$ cat src/rtl/alu_pkg.sv
// Shared ALU definitions: ARM data-processing opcodes and the pipeline FSM encoding.
// Pure declarations; no logic, latency or flow control of its own.
package alu_pkg;

  localparam logic [3:0] OP_AND = 4'b0000;
  localparam logic [3:0] OP_EOR = 4'b0001;
  localparam logic [3:0] OP_SUB = 4'b0010;
  localparam logic [3:0] OP_RSB = 4'b0011;
  localparam logic [3:0] OP_ADD = 4'b0100;
  localparam logic [3:0] OP_ADC = 4'b0101;
  localparam logic [3:0] OP_SBC = 4'b0110;
  localparam logic [3:0] OP_RSC = 4'b0111;
  localparam logic [3:0] OP_TST = 4'b1000;
  localparam logic [3:0] OP_TEQ = 4'b1001;
  localparam logic [3:0] OP_CMP = 4'b1010;
  localparam logic [3:0] OP_CMN = 4'b1011;
  localparam logic [3:0] OP_ORR = 4'b1100;
  localparam logic [3:0] OP_MOV = 4'b1101;
  localparam logic [3:0] OP_BIC = 4'b1110;
  localparam logic [3:0] OP_MVN = 4'b1111;

  typedef enum logic {
    ST_IDLE = 1'b0,
    ST_MUL  = 1'b1
  } state_t;

  // TST/TEQ/CMP/CMN: flag-only ops, never written back, always update NZCV.
  function automatic logic is_test_op(input logic [3:0] op);
    return op[3:2] == 2'b10;
  endfunction

endpackage

$ cat src/rtl/alu_mul_iter.sv
// Iterative shift-add multiplier, low WIDTH bits of the product, one bit per cycle.
// Latency WIDTH cycles after start; done is combinational in the last cycle with product valid.
module alu_mul_iter #(
  parameter int WIDTH = 32
) (
  input  logic             clk,
  input  logic             rst,
  input  logic             start,
  input  logic [WIDTH-1:0] a,
  input  logic [WIDTH-1:0] b,
  output logic             done,
  output logic [WIDTH-1:0] product
);
  localparam int CW = $clog2(WIDTH) + 1;

  logic             busy;
  logic [WIDTH-1:0] acc;
  logic [WIDTH-1:0] mcand;
  logic [WIDTH-1:0] mplier;
  logic [CW-1:0]    cnt;

  // Product of the current step; on the final step this is the full result.
  assign product = acc + (mplier[0] ? mcand : '0);
  assign done    = busy && (cnt == CW'(WIDTH - 1));

  always_ff @(posedge clk) begin
    if (rst) begin
      busy   <= 1'b0;
      acc    <= '0;
      mcand  <= '0;
      mplier <= '0;
      cnt    <= '0;
    end else if (start) begin
      busy   <= 1'b1;
      acc    <= '0;
      mcand  <= a;
      mplier <= b;
      cnt    <= '0;
    end else if (busy) begin
      acc    <= product;
      mcand  <= mcand << 1;
      mplier <= mplier >> 1;
      cnt    <= cnt + CW'(1);
      if (done) begin
        busy <= 1'b0;
      end
    end
  end

endmodule

$ cat src/rtl/alu_pipe.sv
// ARM-style ALU with NZCV flags: 1-cycle latency for data ops, WIDTH+1 cycles for MUL.
// Valid/ready both sides; in_ready drops while the output is stalled or a MUL is running.
module alu_pipe
  import alu_pkg::*;
#(
  parameter int WIDTH  = 32,
  parameter int MUL_EN = 1
) (
  input  logic             clk,
  input  logic             rst,
  input  logic             in_valid,
  output logic             in_ready,
  input  logic [3:0]       control,
  input  logic             mul,
  input  logic             set_flags,
  input  logic [WIDTH-1:0] operand1,
  input  logic [WIDTH-1:0] operand2,
  output logic             out_valid,
  input  logic             out_ready,
  output logic [WIDTH-1:0] out_data,
  output logic             out_write,
  output logic             flag_n,
  output logic             flag_z,
  output logic             flag_c,
  output logic             flag_v
);

  state_t           state;
  state_t           state_nxt;
  logic             accept;
  logic             is_mul;
  logic [3:0]       eff_op;
  logic             mul_sf;
  logic             mul_done;
  logic [WIDTH-1:0] mul_product;

  logic [WIDTH-1:0] add_x;
  logic [WIDTH-1:0] add_y;
  logic             add_cin;
  logic             arith;
  logic [WIDTH:0]   add_sum;
  logic [WIDTH-1:0] alu_res;
  logic             alu_c;
  logic             alu_v;

  assign is_mul   = mul && (MUL_EN != 0);
  // Without a multiplier a MUL request degrades to MOV.
  assign eff_op   = mul ? OP_MOV : control;
  assign in_ready = !rst && (state == ST_IDLE) && (!out_valid || out_ready);
  assign accept   = in_valid && in_ready;

  generate
    if (MUL_EN != 0) begin : g_mul
      alu_mul_iter #(.WIDTH(WIDTH)) u_mul (
        .clk     (clk),
        .rst     (rst),
        .start   (accept && is_mul),
        .a       (operand1),
        .b       (operand2),
        .done    (mul_done),
        .product (mul_product)
      );
    end else begin : g_no_mul
      assign mul_done    = 1'b0;
      assign mul_product = '0;
    end
  endgenerate

  // Subtractions are x + ~y + cin so C comes out as NOT borrow.
  always_comb begin
    add_x   = operand1;
    add_y   = operand2;
    add_cin = 1'b0;
    arith   = 1'b0;
    alu_res = '0;
    case (eff_op)
      OP_AND, OP_TST: alu_res = operand1 & operand2;
      OP_EOR, OP_TEQ: alu_res = operand1 ^ operand2;
      OP_SUB, OP_CMP: begin add_y = ~operand2; add_cin = 1'b1; arith = 1'b1; end
      OP_RSB:         begin add_x = operand2; add_y = ~operand1; add_cin = 1'b1; arith = 1'b1; end
      OP_ADD, OP_CMN: arith = 1'b1;
      OP_ADC:         begin add_cin = flag_c; arith = 1'b1; end
      OP_SBC:         begin add_y = ~operand2; add_cin = flag_c; arith = 1'b1; end
      OP_RSC:         begin add_x = operand2; add_y = ~operand1; add_cin = flag_c; arith = 1'b1; end
      OP_ORR:         alu_res = operand1 | operand2;
      OP_MOV:         alu_res = operand2;
      OP_BIC:         alu_res = operand1 & ~operand2;
      OP_MVN:         alu_res = ~operand2;
      default:        alu_res = '0;
    endcase
    if (arith) begin
      alu_res = add_sum[WIDTH-1:0];
    end
  end

  assign add_sum = {1'b0, add_x} + {1'b0, add_y} + {{WIDTH{1'b0}}, add_cin};
  assign alu_c   = arith ? add_sum[WIDTH] : flag_c;
  assign alu_v   = arith ? ((add_x[WIDTH-1] == add_y[WIDTH-1]) &&
                            (add_sum[WIDTH-1] != add_x[WIDTH-1])) : flag_v;

  always_comb begin
    state_nxt = state;
    case (state)
      ST_IDLE: if (accept && is_mul) state_nxt = ST_MUL;
      ST_MUL:  if (mul_done) state_nxt = ST_IDLE;
      default: state_nxt = ST_IDLE;
    endcase
  end

  always_ff @(posedge clk) begin
    if (rst) begin
      state <= ST_IDLE;
    end else begin
      state <= state_nxt;
    end
  end

  always_ff @(posedge clk) begin
    if (rst) begin
      out_valid <= 1'b0;
      out_data  <= '0;
      out_write <= 1'b0;
      flag_n    <= 1'b0;
      flag_z    <= 1'b0;
      flag_c    <= 1'b0;
      flag_v    <= 1'b0;
      mul_sf    <= 1'b0;
    end else begin
      if (state == ST_MUL) begin
        // out_valid is already low here: entering MUL required a free output.
        if (mul_done) begin
          out_valid <= 1'b1;
          out_data  <= mul_product;
          out_write <= 1'b1;
          if (mul_sf) begin
            flag_n <= mul_product[WIDTH-1];
            flag_z <= (mul_product == '0);
          end
        end
      end else if (accept && !is_mul) begin
        out_valid <= 1'b1;
        out_data  <= alu_res;
        out_write <= !is_test_op(eff_op);
        if (set_flags || is_test_op(eff_op)) begin
          flag_n <= alu_res[WIDTH-1];
          flag_z <= (alu_res == '0);
          flag_c <= alu_c;
          flag_v <= alu_v;
        end
      end else if (out_valid && out_ready) begin
        out_valid <= 1'b0;
      end
      if (accept && is_mul) begin
        mul_sf <= set_flags;
      end
    end
  end

endmodule

$ cat config.mk
export PLATFORM = sky130hd
export DESIGN_NAME = alu_pipe
export DESIGN_NICKNAME = d
export VERILOG_FILES = /design/src/rtl/alu_pkg.sv /design/src/rtl/alu_mul_iter.sv /design/src/rtl/alu_pipe.sv
export SDC_FILE = /design/constraint.sdc
export NUM_CORES = 1
export LEC_CHECK = 0
export CELL_PAD_IN_SITES_DETAIL_PLACEMENT = 1
export CELL_PAD_IN_SITES_GLOBAL_PLACEMENT = 2
export CORE_MARGIN = 2
export CORE_UTILIZATION = 34
export CTS_CLUSTER_DIAMETER = 200
export DETAILED_ROUTE_END_ITERATION = 16
export PLACE_DENSITY = 0.89
export SLEW_MARGIN = 15
export SYNTH_ARGS = -nofsm -noshare
export SYNTH_HDL_FRONTEND = slang
export SYNTH_SLANG_ARGS = --single-unit
export TNS_END_PERCENT = 10
$ cat constraint.sdc
create_clock -name clk -period 7.2 [get_ports clk]
set_clock_uncertainty 0.2 [all_clocks]
set_input_delay 2.16 -clock clk [delete_from_list [all_inputs] [get_ports clk]]
set_output_delay 2.16 -clock clk [all_outputs]
set_load 0.02 [all_outputs]
# After elaboration in Yosys (flattened, before gate mapping)
# Index checks and enable logic that the tools add are counted.
# totals
output_inout_bits	39
register_bits	143
in_bits	74
# classes
n_eq_ne	21
bitwise_logic	7
n_addsub	4
n_mux	36
n_reduce_logical	33
# op_table
op	count
32-bit 2-to-1 mux	10
32-bit one-hot mux with 6 select lines	1
32-bit bitwise AND	2
32-bit zero test	2
32-bit inverter	2
32-bit one-hot mux with 2 select lines	1
32-bit by 32-bit adder with 33-bit output	1
33-bit by 1-bit adder with 33-bit output	1
32-bit adder	1
4-bit == test, second input constant	8
32-bit OR	1
32-bit bitwise XOR	1
1-bit 2-to-1 mux	21
4-bit by 3-bit == test with 1-bit output, second input constant	4
3-bit OR reduction	3
4-bit by 2-bit == test with 1-bit output, second input constant	2
1-bit logical AND	8
4-bit AND reduction	2
2-bit OR reduction	4
8-bit OR reduction	1
6-bit by 1-bit adder with 6-bit output, second input constant	1
6-bit by 5-bit == test with 1-bit output, second input constant	1
2-bit nonzero test	3
4-bit by 1-bit == test with 1-bit output, second input constant	1
12 further kinds	19

# Depth between registers and ports, before layout
# Gate-level depths: netlist (run 1).
# logic_depth
depth_word	11
depth_mapped	21
mapped_depth_nobuf	18

# By module
# A second synthesis (run 1) with hierarchy kept.
# hier_totals
hier_cells	1837
hier_area_um2	13091.3
# modules_own_cells
mod	seq_area_each_um2	n_inst	area_each_um2	cells_each
alu_pipe	800.8	1	7079.3	1104
alu_mul_iter	2062.0	1	6012.0	733

# Least setup slack after synthesis (run 1)
# OpenSTA, ideal clock, no wires.
# synth_path
path_type	input port to flip-flop
start	input control[1]
end	register flag_z
slack_ns	0.432
arrival_time_ns	6.509
path_buffers	4
path_stages	18
setup_ns	0.059
t_required_ns	6.941
path_cell_list	buf_4 -> buf_2 -> nand3b_1 -> clkbuf_1 -> buf_1 -> a31oi_1 -> fa_1 -> nand2b_1 -> a211oi_1 -> nor2_1 -> xnor2_1 -> a2111oi_0 -> o211ai_1 -> or4_1 -> or4_1 -> nor4_1 -> nand4_1 -> nand2_1
# synth_via
elab_chain_len	11
# synth_lines
element	line	rtl
from (decl)	alu_pipe.sv:13	input logic [3:0] control,
4-bit 2-to-1 mux *	alu_pipe.sv:48	assign eff_op = mul ? OP_MOV : control;
4-bit by 3-bit == test with 1-bit output (tied with other cells)	alu_pipe.sv:76	case (eff_op)
3-bit OR reduction (no line) or 2-bit OR reduction (tied branches)	-	
32-bit one-hot mux with 2 select lines or 32-bit 2-to-1 mux (tied branches)	alu_pipe.sv:76	
32-bit by 32-bit adder with 33-bit output	alu_pipe.sv:96	assign add_sum = {1'b0, add_x} + {1'b0, add_y} + {{WIDTH{1'b0}}, add_cin};
33-bit by 1-bit adder with 33-bit output	alu_pipe.sv:96	
32-bit 2-to-1 mux *	alu_pipe.sv:91	if (arith) begin
32-bit zero test *	alu_pipe.sv:146	flag_z <= (alu_res == '0);
1-bit 2-to-1 mux *	alu_pipe.sv:144	if (set_flags || is_test_op(eff_op)) begin
1-bit 2-to-1 mux *	alu_pipe.sv:140	end else if (accept && !is_mul) begin
1-bit 2-to-1 mux *	alu_pipe.sv:129	if (state == ST_MUL) begin
to (signal assigned)	alu_pipe.sv:137	flag_z <= (mul_product == '0);
to (signal assigned)	alu_pipe.sv:146	
to (decl)	alu_pipe.sv:23	output logic flag_z,
# Every way passes the cells marked *; elsewhere a longest branch is shown, timed or not. The select of a mux whose other input is x is not followed.
# A chain may end at the register's enable or synchronous reset.

# Worst setup path after layout (run 1)
# layout_path
start	input control[0]
end	register flag_z
# Same word-level chain as after synthesis.

==> flow_summary.yaml, run 1 <==
worst_setup_path:
  start_kind: "input pin"
  crit_chain: "clkdlybuf4s50_1 > nor2b_1 > nand3b_1 > nand2_1 > nand2_1 > o21ai_0 > o21ai_0 > ha_1 > nand2b_1 > a211oi_1 > buf_4 > o21ai_0 > xnor2_1 > a221oi_1 > nand3_1 > or4_1 > or4_1 > nor4_1 > nand4_1 > nand2_1"
  crit_type: "in2reg"
  cpPeakStageDelay_ps: 530
  crit_path_end_kind: "register"
  crit_arrival_ps: 6950
  critPathSlowestCell: "clkdlybuf4s50_1"
  reg2reg_slack_ps: 1810
  path_max_fanout: 7
  cp_num_buf_inv: 2
  cp_top_family: "simple AND/OR/NAND/NOR gates"
  worst_ep_required_time_ps: 7410
drt:
  vias: 14100
  first_pass_iters: 5
  final_antenna_net_count: 0
  drc: 0
  routed_via_density: 5.73
  post_drt_wl_per_cell_um: 21.2
  wl_um: 52000
  drt_iter0_drc: 842
placed_design:
  gp_congestion: 0.946
  port_buffers: 112
  dpl_worst_slack_ps: 56.1
  dp_hpwl_um: 39500
finish:
  final_nets: 2102
  layout_common_cells: "nand2_1, nor2_1, o21ai_0"
  insertedDiodeCount: 0
  area_growth_pct: 20.2
  layout.cells.most_common: "nand2_1"
  utilization: 0.415
  drive_gt1_frac: 0.0782
grt:
  grt_pass1_wl_um: 80900
  grt_use_total: 0.263
  grt_max_degree: 77
  grt-ovfl-total: 0
  grt_pass1_vias: 13900
  antenna_found_initial: 0
clocking:
  clk_latency_ps: 460
  clk_pin_slew_ps: 70
  post_cts_resized: 0
  clockRootBuffer: "clkbuf_16"
  clk_path_buf_depth: 2
  holdBufCountCts: 0
  cts_setup_buffers: 0
  numClockSinks: 143
  cts_tree: "yes"
  h-tree-depth: 4
  cts_made_buffers: 17
die:
  fp.dieW_um: 200
  die_h_um: 200
  fp-row-count: 71
  core_um2: 37700
  initial_utilization: 0.346
  die-area_um2: 39900
  ioPinCount: 113
timing:
  fmax_mhz: 148
  fin_ws_ps: 455
  relSlewSlack: 0.343
  slew_viol_final: 0
  tns_ps: 0
  rsz0062_at_grt: "no"
  hold_viol: 0
  post-route-min-period_ps: 6750
  min_period_over_period: 0.937
  worstMarginPinSlew_ps: 985
  setup_viol: 0
flow_run:
  drv_cap: 0
power:
  vdd_drop_max_uv: 174
  finalPower_mw: 2.67
  powerDensity_nw_per_um2: 170
  p_leak_nw: 6.23
synth:
  ys_seq_area_frac: 0.220
  async_reset_ff_frac: 0
  syn-cell-area_um2: 13000
  syn_nets: 2002
  synth.distinct_cells: 77
  synth_warnings: 0
  synth_seq_cells: 143
  dominantRegCellSynth: "dfxtp_1"
  syn_area_per_cell_um2: 7.11
  synth_edf_count: 0
  synthCells: 1830
hold_path:
  hp-class: "reg2reg"
outcome:
  status: "completed"
registers in the layout (all words and copies together) (netlist names), 6 cells and up:
register            cells
g_mul.u_mul.acc        32
g_mul.u_mul.cnt         6
g_mul.u_mul.mcand      32
g_mul.u_mul.mplier     32
out_data               32
synthesized netlist by cell type, types with 11 or more instances:
| master | n | area (um2) |
|---|---|---|
| nand2_1 | 234 | 878 |
| nor2_1 | 194 | 728 |
| o21ai_0 | 186 | 931 |
| a21oi_1 | 146 | 731 |
| dfxtp_1 | 143 | 2860 |
| mux2i_1 | 103 | 1030 |
| clkbuf_1 | 98 | 368 |
| a211oi_1 | 96 | 721 |
| ha_1 | 95 | 1190 |
| inv_1 | 91 | 342 |
| and2_1 | 36 | 225 |
| xnor2_1 | 33 | 289 |
| nor3_1 | 29 | 145 |
| nand3_1 | 28 | 140 |
| a21o_1 | 24 | 180 |
| o211ai_1 | 22 | 165 |
| nand4_1 | 17 | 106 |
| xor2_1 | 16 | 140 |
| and3_1 | 14 | 87.6 |
| buf_1 | 12 | 45.0 |
| a31oi_1 | 11 | 68.8 |
| nand2b_1 | 11 | 68.8 |
| o22ai_1 | 11 | 68.8 |
logic make-up after synthesis:
kind of cell               synth area share
and+or+nand+nor                       0.215
DFF                                   0.220
xor gates and xnor gates             0.0330
adders and majority gates            0.0960
AOI/OAI and AO/OA                     0.287
muxes                                0.0844
buffers and inverters                0.0645
worst register-to-register path, delay by kind of cell, from the launching register on:
kind	cells	cell delay (ps)
DFF	1	910
buffers and inverters	1	60
adders and majority gates	2	590
and+or+nand+nor	9	2450
AOI/OAI and AO/OA	3	1140
routing by layer:
layer	vias up	track usage	share of wire
met3	50	0.0349	0.046
li1	6795	-	-
met1	6867	0.366	0.48
met4	0	0.0694	0.018
met5	-	0	0
met2	348	0.426	0.45
per-stage QoR:
| stage | hold slack [ps] | cells | area, um2 |
|---|---|---|---|
| floorplan | 250 | 1830 | 13000 |
| global placement | 241 | 2422 | 15000 |
| detailed placement | 246 | 2422 | 15000 |
| CTS | 254 | 2454 | 15600 |
| global route | 274 | 2454 | 15600 |
| finish | 250 | 2454 | 15600 |
power breakdown:
| part | total [mW] | switching [mW] | internal, mW |
|---|---|---|---|
| sequential | 0.855 | 0.0303 | 0.824 |
| combinational | 0.809 | 0.477 | 0.332 |
| clock | 1.00 | 0.441 | 0.561 |
| total | 2.67 | 0.948 | 1.72 |
layout make-up:
cell class                 instances  area (um2)
fill                            4782       22000
clock inverter                    14         195
multi-input combinational       1471        9340
timing repair buffer             203        1810
sequential                       143        2870
clock buffer                      18         429
inverter                          94         353
tap                              511         639
final timing paths:
check	from	to	cells past startpoint
worst max-delay path	control[0]	flag_z	20
worst min-delay path	out_data[13]	out_data[13]	2
worst max register to register	g_mul.u_mul.mplier[0]	flag_z	15
worst min register to register	out_data[13]	out_data[13]	2
(Power assumes the default switching activity.)
==> run 2, diff against run 1 <==
--- a/config.mk
+++ b/config.mk
@@ -5,13 +5,15 @@
 export SDC_FILE = /design/constraint.sdc
 export NUM_CORES = 1
 export LEC_CHECK = 0
+export ABC_AREA = 1
+export CAP_MARGIN = 10
 export CELL_PAD_IN_SITES_DETAIL_PLACEMENT = 1
 export CELL_PAD_IN_SITES_GLOBAL_PLACEMENT = 2
 export CORE_MARGIN = 2
-export CORE_UTILIZATION = 34
+export CORE_UTILIZATION = 31
 export CTS_CLUSTER_DIAMETER = 200
 export DETAILED_ROUTE_END_ITERATION = 16
-export PLACE_DENSITY = 0.89
+export PLACE_DENSITY = 0.88
 export SLEW_MARGIN = 15
 export SYNTH_ARGS = -nofsm -noshare
 export SYNTH_HDL_FRONTEND = slang
==> run 2 against run 1 <==
- synthesized cell count up 34%
- cell count is 27% higher
- die area rose by 18%
- sequential share of layout area down 0.72 points
- cell area rose by 4.1%
- first-iteration DRC count is 39% higher
- area after synthesis increased by 8.0%
- largest cell class unchanged
- highest routed layer is now met5
==> flow_summary.yaml, run 2 <==
timing:
  tns_ps: 0
  relSlewSlack: 0.223
  setup_viol: 0
  post-route-min-period_ps: 6190
  fmax_mhz: 162
  min_period_over_period: 0.860
  slew_viol_final: 0
  hold_viol: 0
  rsz0062_at_grt: "no"
  worstMarginPinSlew_ps: 1160
clocking:
  clockRootBuffer: "clkbuf_16"
  cts_tree: "yes"
  numClockSinks: 143
  clk_pin_slew_ps: 60
  clk_latency_ps: 460
  cts_made_buffers: 17
  h-tree-depth: 4
  post_cts_resized: 0
  holdBufCountCts: 0
  clk_path_buf_depth: 2
  cts_setup_buffers: 0
power:
  p_leak_nw: 7.83
  vdd_drop_max_uv: 174
  pwr-share-clk: 0.362
  intPower_mw: 1.75
  combPwrFrac: 0.325
  seq_power_share: 0.313
  powerDensity_nw_per_um2: 170
  p_sw_frac: 0.368
  power.switching_mw: 1.02
  finalPower_mw: 2.77
synth:
  synth_edf_count: 0
  dominantRegCellSynth: "dfxtp_1"
  synthCells: 2456
  synth.distinct_cells: 44
  syn_area_per_cell_um2: 5.72
  async_reset_ff_frac: 0
  synth_seq_cells: 143
  synth.largest_area_cell: "dfxtp_1"
  syn-cell-area_um2: 14000
  syn_nets: 2628
  synth_common_cells: "nand2_1, inv_1, nor2_1"
  ys_seq_area_frac: 0.204
  synth_area_leaders: "dfxtp_1, nand2_1, inv_1"
  yosysTopAreaCellShare: 0.204
  synth_warnings: 0
  yosysMostFrequentCell: "nand2_1"
finish:
  layout_common_cells: "nand2_1, inv_1, nor2_1"
  final_nets: 2679
  register_area_um2: 2870
  drive_gt1_frac: 0.0302
  multi_input_area_um2: 9410
  fillers: 6068
  area_growth_pct: 15.9
  layout.cells.most_common: "nand2_1"
  insertedDiodeCount: 0
  utilization: 0.361
worst_setup_path:
  crit_path_end_kind: "register"
  rr_endpoint: "flag_n"
  crit_end: "out_data[28]"
  crit_type: "in2reg"
  worst_ep_required_time_ps: 7310
  r2r_cells: 12
  crit_path_start: "control[0]"
  crit_arrival_ps: 6300
  start_kind: "input pin"
  reg2reg_slack_ps: 2990
  path_max_fanout: 97
  r2r_start: "g_mul.u_mul.busy"
die:
  ioPinCount: 113
  core_um2: 45100
  fp.dieW_um: 217
  initial_utilization: 0.312
  die-area_um2: 47000
  fp-row-count: 78
  die_h_um: 217
placed_design:
  dp_hpwl_um: 49900
  port_buffers: 112
  gp_congestion: 0.921
drt:
  m1WireLength_um: 29400
  dr_wl_met2_um: 29000
  top_layer: "met5"
  post_drt_wl_per_cell_um: 20.1
  routed_via_density: 5.36
  wl_met3_um: 2130
  wl_um: 62600
  first_pass_iters: 5
  drc: 0
  drt_iter0_drc: 1167
  vias: 16700
  final_antenna_net_count: 0
grt:
  grt_max_degree: 98
  grt-ovfl-total: 0
  antenna_found_initial: 2
  grt_use_total: 0.266
  grt_pass1_wl_um: 97000
  grt_pass1_vias: 17000
flow_run:
  drv_cap: 0
outcome:
  status: "completed"
hold_path:
  hp-class: "reg2reg"
## run 2: cell types whose count changed after synthesis, sizes merged, moves of 21 or more
cell and change:
o211ai +25, nor2 +44, a21o -21, inv +253, clkbuf -27, a31oi +34
o221ai +28, and2 -35, nand2 +520, a211oi -92, mux2i -103, o21ai -23
nand3 +192, xnor2 -27
## run 2: how the worst min path moves through the flow
stage	startpoint	end	slack (ps)	cells past startpoint
floorplan	g_mul.u_mul.cnt[5]	g_mul.u_mul.cnt[5]	240	2
global placement	g_mul.u_mul.mplier[31]	g_mul.u_mul.mplier[31]	250	2
detailed placement	out_data[16]	out_data[16]	260	2
CTS	out_data[27]	out_data[27]	270	2
global route	out_data[26]	out_data[26]	290	2
finish	out_data[27]	out_data[27]	270	2
## run 2: kinds of logic (layout without fill, tap and decap cells)
| kind of cell | after synthesis | after routing | share of synthesized area |
|---|---|---|---|
| AO/OA/AOI/OAI | 479 | 479 | 0.199 |
| AND/OR/NAND/NOR | 1272 | 1272 | 0.373 |
| XOR/XNOR | 14 | 14 | 0.00873 |
| adder cells (fa/ha/maj) | 98 | 98 | 0.0889 |
| buffers and inverters | 450 | 513 | 0.127 |
| flip-flops | 143 | 143 | 0.204 |
## run 2: per-layer routing
layer,global-route usage,vias to the layer above
met5,0,-
met2,0.446,328
met4,0.0922,2
li1,-,8135
met3,0.0263,101
met1,0.356,8147
## run 2: layout make-up
class / count / share of cell area
Clock buffer: 23 / 0.0307
Clock inverter: 8 / 0.00930
Inverter: 348 / 0.0802
Multi-Input combinational cell: 1863 / 0.578
Sequential cell: 143 / 0.176
Tap cell: 600 / 0.0461
Timing Repair Buffer: 134 / 0.0795
## run 2: power groups by stage
stage	Combinational, mW	Clock [mW]	Sequential [mW]
final	0.901	1.00	0.868
after CTS	0.894	1.02	0.868
after detailed placement	0.889	0	0.885
after floorplan	0.536	0	0.890
after global placement	0.868	0	0.883
after global routing	0.997	1.05	0.873
## run 2: worst max-delay path, stage by stage
cell and delay (ps):
clkdlybuf4s50_1 580, inv_1 110, nor2_1 320, nand2_2 130
buf_12 240, o22ai_1 160, a31oi_1 80, fa_1 410
inv_1 140, fa_1 250, nand2_1 80, nand2_1 110
nand3_1 80, nand2_1 180, nand2_1 70, nand2_1 180
nand3_1 120, nand3_1 110, nand2_1 90, a21oi_1 280
nand2_1 160, o211ai_1 150, a21oi_1 90
## run 2: per-stage QoR
step / setup slack (ps) / std cells / hold WS, ps / cell area, um2
3_3_place_gp: 686 / 3088 / 252 / 15600
6_report: 1010 / 3119 / 265 / 16300
5_1_grt: 690 / 3119 / 290 / 16300
3_5_place_dp: 592 / 3088 / 260 / 15600
2_1_floorplan: 1640 / 2456 / 240 / 14000
4_1_cts: 1060 / 3119 / 268 / 16300
==> run 3, diff against run 2 <==
--- a/config.mk
+++ b/config.mk
@@ -14,6 +14,7 @@
 export CTS_CLUSTER_DIAMETER = 200
 export DETAILED_ROUTE_END_ITERATION = 16
 export PLACE_DENSITY = 0.88
+export REMOVE_ABC_BUFFERS = 1
 export SLEW_MARGIN = 15
 export SYNTH_ARGS = -nofsm -noshare
 export SYNTH_HDL_FRONTEND = slang
==> run 3 against run 2 <==
- sequential power is essentially flat
- first-iteration DRC count grew 2.5%
- clock-buffer cell count shrank 1
- critical endpoint is now flag_z
==> flow_summary.yaml, run 3 (synthesis results as in run 2) <==
timing:
  relSlewSlack: 0.255
  post-route-min-period_ps: 6780
  worstMarginPinSlew_ps: 1110
  slew_viol_final: 0
  fmax_mhz: 148
  setup_viol: 0
  min_period_over_period: 0.942
  hold_viol: 0
  hold_slack_ps: 268
  tns_ps: 0
  rsz0062_at_grt: "no"
power:
  seq_power_share: 0.315
  p_leak_nw: 7.82
  p_sw_frac: 0.372
  powerDensity_nw_per_um2: 169
  finalPower_mw: 2.75
  power.switching_mw: 1.02
  vdd_drop_max_uv: 194
  intPower_mw: 1.73
  combPwrFrac: 0.329
  pwr-share-clk: 0.356
grt:
  grt_pass1_vias: 16900
  grt_pass1_wl_um: 96300
  antenna_found_initial: 1
  grt_use_total: 0.264
  grt_max_degree: 94
  grt-ovfl-total: 0
drt:
  drt_iter0_drc: 1196
  post_drt_wl_per_cell_um: 20.0
  vias: 16700
  final_antenna_net_count: 0
  wl_um: 62300
  routed_via_density: 5.36
  first_pass_iters: 7
  drc: 0
clocking:
  holdBufCountCts: 0
  post_cts_resized: 0
  clk_latency_ps: 450
  cts_made_buffers: 17
  clk_pin_slew_ps: 70
  clk_path_buf_depth: 2
  cts_tree: "yes"
  cts_setup_buffers: 0
  clockRootBuffer: "clkbuf_16"
  numClockSinks: 143
  h-tree-depth: 4
placed_design:
  port_buffers: 112
  gp_congestion: 0.967
  dp_hpwl_um: 48600
finish:
  layout.cells.most_common: "nand2_1"
  area_growth_pct: 15.7
  drive_gt1_frac: 0.0298
  utilization: 0.361
  layout_common_cells: "nand2_1, inv_1, nor2_1"
  final_nets: 2678
worst_setup_path:
  worst_ep_required_time_ps: 7390
  r2r_start: "flag_c"
  crit_arrival_ps: 6970
  r2r_cells: 20
  crit_type: "in2reg"
  path_max_fanout: 31
  crit_path_end_kind: "register"
  rr_endpoint: "flag_z"
  reg2reg_slack_ps: 3450
  crit_path_start: "control[0]"
  start_kind: "input pin"
  crit_end: "flag_z"
die:
  die_h_um: 217
  core_um2: 45100
  ioPinCount: 113
  fp-row-count: 78
  die-area_um2: 47000
  initial_utilization: 0.312
  fp.dieW_um: 217
flow_run:
  drv_cap: 0
hold_path:
  hp-class: "reg2reg"
outcome:
  status: "completed"
run 3: how the worst min path moves through the flow:
| stage | start | end | slack [ps] | cells past startpoint |
|---|---|---|---|---|
| finish | out_data[18] | out_data[18] | 270 | 2 |
| global route | out_data[22] | out_data[22] | 290 | 2 |
| detailed placement | out_data[26] | out_data[26] | 260 | 2 |
| floorplan | g_mul.u_mul.mplier[31] | g_mul.u_mul.mplier[31] | 240 | 2 |
| global placement | g_mul.u_mul.acc[0] | g_mul.u_mul.acc[0] | 250 | 2 |
| CTS | out_data[26] | out_data[26] | 270 | 2 |
run 3: worst max-delay path, stage by stage:
cell and delay (ps):
clkdlybuf4s50_1 560, inv_1 100, nor2_1 360, nand2_2 200, nand2_1 110, buf_4 400, o221ai_1 200, ha_1 470
nand2_1 160, nor2_1 200, nand2_1 150, nor4_1 460, nand2_1 300, nand2_1 170, nand2_1 70, nand3_1 90
nand2_1 80, nor2_1 220, nand3_1 110, nor2_1 110, nand2_1 60, nand3_1 60, nand2_1 70, inv_1 50
run 3: per-stage QoR:
| step | setup slack [ps] | std cells | cell area [um2] |
|---|---|---|---|
| 6_report | 421 | 3119 | 16300 |
| 5_1_grt | 105 | 3119 | 16300 |
| 4_1_cts | 547 | 3118 | 16300 |
| 3_5_place_dp | 123 | 3087 | 15600 |
| 3_3_place_gp | 249 | 3087 | 15600 |
| 2_1_floorplan | 59.3 | 2354 | 13600 |
run 3: per-layer routing:
metal	track usage	up-vias	share of wire
li1	-	8129	-
met1	0.354	8087	0.47
met4	0.0865	0	0.027
met3	0.0354	85	0.050
met5	0	-	0
met2	0.435	425	0.46
run 3: final cells by class:
type                    count  area, um2
fillers                  6128      28800
multi-input cells        1863       9420
flip-flops and latches    143       2870
inverters                 348       1310
repair buffers            133       1290
well taps                 600        751
clock buffers              22        474
clock inverters             9        156
diodes                      1       2.50
run 3: power by group through the flow:
stage / Sequential [mW] / Clock (mW) / Combinational (mW)
final: 0.866 / 0.980 / 0.906
after global routing: 0.871 / 1.03 / 0.999
after CTS: 0.866 / 0.999 / 0.894
after detailed placement: 0.883 / 0 / 0.889
after global placement: 0.882 / 0 / 0.868
after floorplan: 0.900 / 0 / 0.501
